==> src/rtl/rx_link_scheduler.sv <==
// rx_link_scheduler: round-robin arbiter and serial frame transmitter that
// drives the rx instruction link. Frame: start bit (0), data[3:0] MSB first,
// instr[3:0] MSB first, then GAP_BITS idle bit-times of 1.
// Optional feature macro: RX_INSTR_CHECK_EN (rejects instructions outside
// {1,2,4} with an err/done pulse instead of sending a frame).
module rx_link_scheduler #(
  parameter int NREQ       = 4,
  parameter int BIT_CYCLES = 1,
  parameter int GAP_BITS   = 3
) (
  input  logic              clk2,
  input  logic              rst,
  input  logic [NREQ-1:0]   req,
  input  logic [4*NREQ-1:0] instr_bus,
  input  logic [4*NREQ-1:0] data_bus,
  output logic [NREQ-1:0]   grant,
  output logic              done,
  output logic              busy,
  output logic              tx,
  output logic              err
);

  localparam int PW        = (NREQ > 1) ? $clog2(NREQ) : 1;
  localparam int FLUSH_LEN = (9 + GAP_BITS) * BIT_CYCLES;
  localparam int GAP_LEN   = GAP_BITS * BIT_CYCLES;
  localparam int CW        = $clog2(FLUSH_LEN + 1);

  localparam logic [CW-1:0] BIT_LAST   = CW'(BIT_CYCLES - 1);
  localparam logic [CW-1:0] FLUSH_LAST = CW'(FLUSH_LEN - 1);
  localparam logic [CW-1:0] GAP_LAST   = CW'(GAP_LEN - 1);
  localparam logic [CW-1:0] GAP_DONE   = CW'(GAP_LEN - 2);

  typedef enum logic [2:0] {
    S_FLUSH, S_IDLE, S_START, S_DATA, S_INSTR, S_GAP, S_BAD
  } state_t;

  state_t          r_state;
  logic [CW-1:0]   r_cyc;
  logic [1:0]      r_bit;
  logic [PW-1:0]   r_ptr;
  logic [PW-1:0]   r_gidx;
  logic [NREQ-1:0] r_grant;
  logic            r_done;
  logic            r_busy;
  logic            r_tx;
  logic [7:0]      r_sh;

  logic            w_any;
  logic [PW-1:0]   w_sel;
  logic [NREQ-1:0] w_onehot;
  logic [3:0]      w_instr;
  logic [3:0]      w_data;
  logic [PW-1:0]   w_ptr_nxt;
  logic            w_bit_end;
  logic            w_shift;

  // Round-robin pick: first set req at or after r_ptr, wrapping.
  always_comb begin
    w_any = |req;
    w_sel = '0;
    for (int k = NREQ - 1; k >= 0; k--) begin
      if (req[(int'(r_ptr) + k) % NREQ]) w_sel = PW'((int'(r_ptr) + k) % NREQ);
    end
    w_onehot = '0;
    for (int j = 0; j < NREQ; j++) w_onehot[j] = (PW'(j) == w_sel);
    w_instr   = instr_bus[4*int'(w_sel) +: 4];
    w_data    = data_bus[4*int'(w_sel) +: 4];
    w_ptr_nxt = (r_gidx == PW'(NREQ - 1)) ? '0 : r_gidx + 1'b1;
    w_bit_end = (r_cyc == BIT_LAST);
    w_shift   = w_bit_end && ((r_state == S_START) || (r_state == S_DATA) ||
                              ((r_state == S_INSTR) && (r_bit != 2'd3)));
  end

`ifdef RX_INSTR_CHECK_EN
  logic r_err;
  logic w_bad;

  // Only clean(1), store(2) and show(4) are legal on the link.
  always_comb begin
    w_bad = !((w_instr == 4'd1) || (w_instr == 4'd2) || (w_instr == 4'd4));
  end
`endif

  // Frame shift register: loaded with {data,instr} at grant, MSB goes out next.
  always_ff @(posedge clk2) begin
    if ((r_state == S_IDLE) && w_any) r_sh <= {w_data, w_instr};
    else if (w_shift)                 r_sh <= {r_sh[6:0], 1'b0};
  end

  // Sequencer: flush, arbitrate, send start/data/instr bits, hold the idle gap.
  always_ff @(posedge clk2) begin
    if (rst) begin
      r_state <= S_FLUSH;
      r_cyc   <= '0;
      r_bit   <= '0;
      r_ptr   <= '0;
      r_gidx  <= '0;
      r_grant <= '0;
      r_done  <= 1'b0;
      r_busy  <= 1'b1;
      r_tx    <= 1'b1;
`ifdef RX_INSTR_CHECK_EN
      r_err   <= 1'b0;
`endif
    end else begin
      case (r_state)
        S_FLUSH: begin
          if (r_cyc == FLUSH_LAST) begin
            r_cyc   <= '0;
            r_state <= S_IDLE;
            r_busy  <= 1'b0;
          end else begin
            r_cyc <= r_cyc + 1'b1;
          end
        end
        S_IDLE: begin
          r_cyc <= '0;
          r_bit <= '0;
          if (w_any) begin
            r_grant <= w_onehot;
            r_gidx  <= w_sel;
            r_busy  <= 1'b1;
`ifdef RX_INSTR_CHECK_EN
            if (w_bad) begin
              r_state <= S_BAD;
            end else begin
              r_tx    <= 1'b0;
              r_state <= S_START;
            end
`else
            r_tx    <= 1'b0;
            r_state <= S_START;
`endif
          end
        end
        S_START: begin
          if (w_bit_end) begin
            r_cyc   <= '0;
            r_tx    <= r_sh[7];
            r_state <= S_DATA;
          end else begin
            r_cyc <= r_cyc + 1'b1;
          end
        end
        S_DATA: begin
          if (w_bit_end) begin
            r_cyc <= '0;
            r_tx  <= r_sh[7];
            r_bit <= r_bit + 2'd1;
            if (r_bit == 2'd3) r_state <= S_INSTR;
          end else begin
            r_cyc <= r_cyc + 1'b1;
          end
        end
        S_INSTR: begin
          if (w_bit_end) begin
            r_cyc <= '0;
            r_bit <= r_bit + 2'd1;
            if (r_bit == 2'd3) begin
              r_tx    <= 1'b1;
              r_state <= S_GAP;
            end else begin
              r_tx <= r_sh[7];
            end
          end else begin
            r_cyc <= r_cyc + 1'b1;
          end
        end
        S_GAP: begin
          if (r_cyc == GAP_LAST) begin
            r_cyc   <= '0;
            r_done  <= 1'b0;
            r_grant <= '0;
            r_ptr   <= w_ptr_nxt;
            r_busy  <= 1'b0;
            r_state <= S_IDLE;
          end else begin
            if (r_cyc == GAP_DONE) r_done <= 1'b1;
            r_cyc <= r_cyc + 1'b1;
          end
        end
`ifdef RX_INSTR_CHECK_EN
        S_BAD: begin
          if (r_cyc == '0) begin
            r_err  <= 1'b1;
            r_done <= 1'b1;
            r_cyc  <= r_cyc + 1'b1;
          end else begin
            r_err   <= 1'b0;
            r_done  <= 1'b0;
            r_grant <= '0;
            r_ptr   <= w_ptr_nxt;
            r_busy  <= 1'b0;
            r_cyc   <= '0;
            r_state <= S_IDLE;
          end
        end
`endif
        default: begin
          r_cyc   <= '0;
          r_state <= S_FLUSH;
        end
      endcase
    end
  end

  assign grant = r_grant;
  assign done  = r_done;
  assign busy  = r_busy;
  assign tx    = r_tx;
`ifdef RX_INSTR_CHECK_EN
  assign err   = r_err;
`else
  assign err   = 1'b0;
`endif

endmodule
==> config.mk <==
export PLATFORM = sky130hd
export DESIGN_NAME = rx_link_scheduler
export DESIGN_NICKNAME = d
export VERILOG_FILES = /design/src/rtl/rx_link_scheduler.sv
export SDC_FILE = /design/constraint.sdc
export NUM_CORES = 1
export LEC_CHECK = 0
export ABC_AREA = 1
export CORE_UTILIZATION = 48
export DETAILED_ROUTE_END_ITERATION = 8
export PLACE_DENSITY_LB_ADDON = 0.12
export SETUP_SLACK_MARGIN = 0.4
export SLEW_MARGIN = 20
export SYNTH_ARGS = -nofsm -noshare
export SYNTH_HDL_FRONTEND = slang
export SYNTH_SLANG_ARGS = --single-unit
==> constraint.sdc <==
create_clock -name clk2 -period 2.7 [get_ports clk2]
set_input_delay 0.405 -clock clk2 [delete_from_list [all_inputs] [get_ports clk2]]
set_output_delay 0.405 -clock clk2 [all_outputs]
set_load 0.01 [all_outputs]
# Yosys cells after proc, flatten, opt, wreduce, memory -nomap -nowiden
# Cells that the tools add are included.
word_totals:
  n_memories: 0
  romBits: 0
  regBits: 28
  latch_bits: 0
  mem_bits_rw: 0
op_classes:
  n_mul: 0
  muxes: 47
  n_bitwise: 3
  div: 0
  n_reduce_logical: 29
  addsub: 6
  n_eq_ne: 24
  shift: 2
  n_lt_le_gt_ge: 4
op_table:
  columns: ["cell", "n"]
  rows:
  - ["16-bit by 5-bit variable part select with 4-bit output", 2]
  - ["3-bit 2-to-1 mux", 8]
  - ["4-bit 2-to-1 mux", 5]
  - ["3-bit case mux with 6 select lines", 1]
  - ["1-bit 2-to-1 mux", 16]
  - ["8-bit 2-to-1 mux", 2]
  - ["2-bit inequality test, second input constant", 7]
  - ["3-bit by 4-bit < comparator with 1-bit output, second input constant", 3]
  - ["2-bit 2-to-1 mux", 6]
  - ["4-bit case mux with 3 select lines", 1]
  - ["2-bit OR reduction", 5]
  - ["1-bit binary-select mux with 2-bit select", 4]
  - ["2-bit by 1-bit inequality test with 1-bit output, second input constant", 4]
  - ["4-bit case mux with 2 select lines", 1]
  - ["2-bit AND reduction", 4]
  - ["4-bit AND reduction", 2]
  - ["8-bit AND reduction", 1]
  - ["2-bit nonzero test", 4]
  - ["2-bit by 1-bit adder with 2-bit output, second input constant", 3]
  - ["3-bit by 2-bit equality test with 1-bit output, second input constant", 2]
  - ["3-bit equality test, second input constant", 2]
  - ["1-bit case mux with 3 select lines", 2]
  - ["3-bit nonzero test", 2]
  - ["2-bit adder, second input constant", 2]
  - ["19 further kinds", 26]

# Longest topological paths before layout
logic_depth:
  word_depth: 13
  depth_mapped: 16
  depth_no_buf: 14

# Worst setup path before layout
# No wires, ideal clock.
synth_timing:
  path_kind: "register to register"
  startpoint: "register r_state[1]"
  endpoint: "register r_sh[0], enable pin"
  n_path_buf: 1
  required_ns: 2.316
  stages_incl_launch_ff: 9
  period_less_slack_ns: 1.908
  path_slack_ns: 0.792
  arrival_time_ns: 1.524
  cell_sequence: "dfxtp_1 > inv_1 > nand2_1 > nor2_1 > inv_1 > nor2_2 > inv_1 > buf_2 > o21ai_0"
synth_via:
  elab_chain_cells: 5
  elab_cells_between_ends: 10
synth_lines:
  columns: ["item", "line", "text"]
  rows:
  - ["start: declaration", "37", "state_t r_state;"]
  - ["start signal: assignment", "93", "r_state <= S_FLUSH;"]
  - ["start signal: assignment", "110", "r_state <= S_IDLE;"]
  - ["start signal: assignment", "132", "r_state <= S_START;"]
  - ["3-bit by 2-bit equality test with 1-bit output or 3-bit equality test (tied branches)", "70, 71", null]
  - ["1-bit logical OR or 1-bit logical AND (tied branches)", "70, 71", null]
  - ["1-bit logical OR", "70", "w_shift = w_bit_end && ((r_state == S_START) || (r_state == S_DATA) ||"]
  - ["1-bit logical AND", "70", null]
  - ["2-bit nonzero test (no source line) (*)", null, null]
  - ["end signal: assignment", "86", "if ((r_state == S_IDLE) && w_any) r_sh <= {w_data, w_instr};"]
  - ["end signal: assignment", "87", "else if (w_shift) r_sh <= {r_sh[6:0], 1'b0};"]
  - ["end: declaration", "46", "logic [7:0] r_sh;"]
# Every way passes the cells marked *; elsewhere a longest branch is shown, timed or not.
# A chain may end at the register's enable or synchronous reset.

# Worst setup path after layout
layout_timing:
  startpoint: "register r_state[2]"
  endpoint: "register r_sh[5], enable pin"
# The elaborated chain is that of the path after synthesis.

==> flow_metrics.tcl <==
set metrics [dict create \
    io_pins 46 \
    yosys_warnings 0 \
    finalHoldViolCount 0 \
    synth_top_area_cell "dfxtp_1" \
    leakage_nw 1.16 \
    overflow 0 \
    insertion_delay_ns 0.28 \
    antenna_cells 0 \
    avgRoutedWirePerCell_um 10.9 \
    place.gp.congestion 0.840 \
    p_int_mw 1.04 \
    antenna_found_initial 0 \
    ant_nets 0 \
    die_x_um 65.8 \
    ys_top_cells_by_area "dfxtp_1, nand2_1, edfxtp_1" \
    synth.distinct_cells 37 \
    avgSynthCellArea_um2 6.76 \
    core_um2 3770 \
    cts_buffers 3 \
    drc 0 \
    hpwl_um 3220 \
    setup_viol 0 \
    clockRootBuffer "clkbuf_8" \
    cp-start-kind "flip-flop" \
    ys_seq_area_frac 0.328 \
    ys_ff_latch 28 \
    die_area_um2 4330 \
    synth_commonest_cells "nand2_1, nand3_1, inv_1, dfxtp_1, a21oi_1" \
    rows 22 \
    synthFlopType "dfxtp_1" \
    die_h_um 65.8 \
    drt_wl_total_um 4120 \
    synth_most_common_cell "nand2_1" \
    powerDensity_nw_per_um2 695 \
    start_util 0.518 \
    dpl-instance-area_um2 2400 \
    setup.worst_path.class "flip-flop to flip-flop" \
    tns_ns 0 \
    first_iter_violations 128 \
    max-slew-margin-rel 0.299 \
    timing.fmax_ghz 0.486 \
    cts_tree "done" \
    max_cap_viol_count 0 \
    syn-instance-count 289 \
    async_flop_share 0 \
    worst_pin_slew_ns 1.04 \
    grt_max_degree 20 \
    finalCriticalPeriod_ns 2.06 \
    drive_gt1_frac 0.0970 \
    irDropWorstVdd_v 0.000435 \
    power.switching_mw 0.662 \
    vias 1905 \
    syn2layout_area_growth_pct 25.7 \
    viasPerCell 5.04 \
    period_share 0.762 \
    hp-class "flip-flop to flip-flop" \
    netlist.area_leader.share 0.205 \
    rsz0062_at_grt "no" \
    synth_edf_count 8 \
    pwr-share-clk 0.153 \
    track_usage 0.211 \
    fin_area_um2 2450 \
    cp.arrival_ns 1.96 \
    seqPwrFrac 0.398 \
    cts_setup_buffers 0 \
    holdWs_ns 0.471 \
    worst_ep_required_time_ns 2.60 \
    grt_pass1_vias 1747 \
    first_pass_iters 4 \
    clock_path_buffers 2 \
    cts_hold_buf 0 \
    finClkSkew_ns 0.00665 \
    status "finished clean" \
    cts_sinks 28 \
    syn_nets 333 \
    path_max_fanout 8 \
    syn_area_um2 1950 \
    endpoint_kind "flip-flop" \
    clk_pin_slew_worst_paths_ns 0.10 \
    htreeDepth 1 \
    pwr-share-comb 0.449 \
    nets 375 \
    grt_pass1_wl_um 7180 \
    cts_resized 0 \
    drv_slew 0 \
    p_sw_frac 0.388 \
    io_buffer_count 44 \
]
[cell usage in the layout (no fill, tap or decap)]
| master | instances |
|---|---|
| a21oi_2 | 1 |
| nor4_1 | 1 |
| or2_1 | 1 |
| nand4_1 | 1 |
| o21ai_0 | 10 |
| dfxtp_1 | 20 |
| o2111ai_1 | 3 |
| buf_4 | 4 |
| nand3_4 | 2 |
| inv_2 | 2 |
| o211ai_2 | 1 |
| nand3b_1 | 1 |
| nand2_1 | 106 |
| inv_4 | 1 |
| a21oi_1 | 16 |
| nor3_1 | 2 |
| conb_1 | 1 |
| nand2_2 | 11 |
| ha_1 | 6 |
| nand2_8 | 1 |
| clkdlybuf4s50_1 | 44 |
| o211a_1 | 1 |
| clkbuf_8 | 4 |
| xor2_1 | 1 |
| nor2_2 | 1 |
| and2_4 | 1 |
| or2_2 | 1 |
| o21ai_1 | 1 |
| o211ai_1 | 2 |
| inv_1 | 28 |
| nor2_1 | 13 |
| xnor2_1 | 1 |
| nand3_1 | 31 |
| nand2_4 | 2 |
| edfxtp_1 | 8 |
[power groups by stage]
stage	registers (mW)	clock network, mW	logic (mW)
after floorplan	0.677	0	0.545
after global placement	0.685	0	0.747
after detailed placement	0.687	0	0.762
after CTS	0.679	0.265	0.768
after global routing	0.692	0.284	0.883
final	0.680	0.260	0.767
[cell type report]
type / instances / area, µm²
multi-input cells: 219 / 1110
well taps: 48 / 60.1
fillers: 345 / 1320
flip-flops and latches: 28 / 641
repair buffers: 48 / 470
inverters: 31 / 119
clock buffers: 4 / 55.1
[critical path: stages (launching register included)]
cell and delay, ns:
dfxtp_1 0.43, inv_2 0.11, nor3_1 0.21, nor2_1 0.10, o21ai_0 0.83
[routing by layer]
layer	up-vias	GRT usage	wire length [µm]
met2	40	0.361	1900
met4	0	0.0326	19
met5	-	0	0
met1	853	0.274	2020
li1	1008	-	-
met3	4	0.0448	177
[logic make-up (layout without fill, tap and decap cells)]
kind of cell / Yosys count / after routing / share of synthesized area
other cells: 1 / 1 / 0.00192
simple gates: 175 / 175 / 0.413
buf+inv: 42 / 83 / 0.104
xor+xnor: 2 / 2 / 0.00897
compound gates: 35 / 35 / 0.106
fa+ha+maj: 6 / 6 / 0.0384
flops: 28 / 28 / 0.328
[through the flow]
stage | power [mW] | utilization | std cells | setup WS (ns)
finish | 1.71 | 0.651 | 378 | 0.644
global route | 1.86 | 0.651 | 378 | 0.429
CTS | 1.71 | 0.651 | 378 | 0.623
detailed placement | 1.45 | 0.636 | 374 | 0.361
global placement | 1.43 | 0.636 | 374 | 0.407
floorplan | 1.22 | - | 289 | 0.792
[worst paths after layout]
kind / start / end / cells past startpoint / slack (ns)
max: r_state[2] / r_sh[5] / 4 / 0.64
min: grant[1] / grant[1] / 2 / 0.47
max reg2reg: r_state[2] / r_sh[5] / 4 / 0.64
min reg2reg: grant[1] / grant[1] / 2 / 0.47
[registers in the layout (all words and copies together), names as in the netlist]
register and count:
r_sh 8, busy 1, r_bit 2, grant 4
r_ptr 2, done 1, tx 1, r_gidx 2
r_state 3, r_cyc 4
Power figures use the tool's default switching activity.
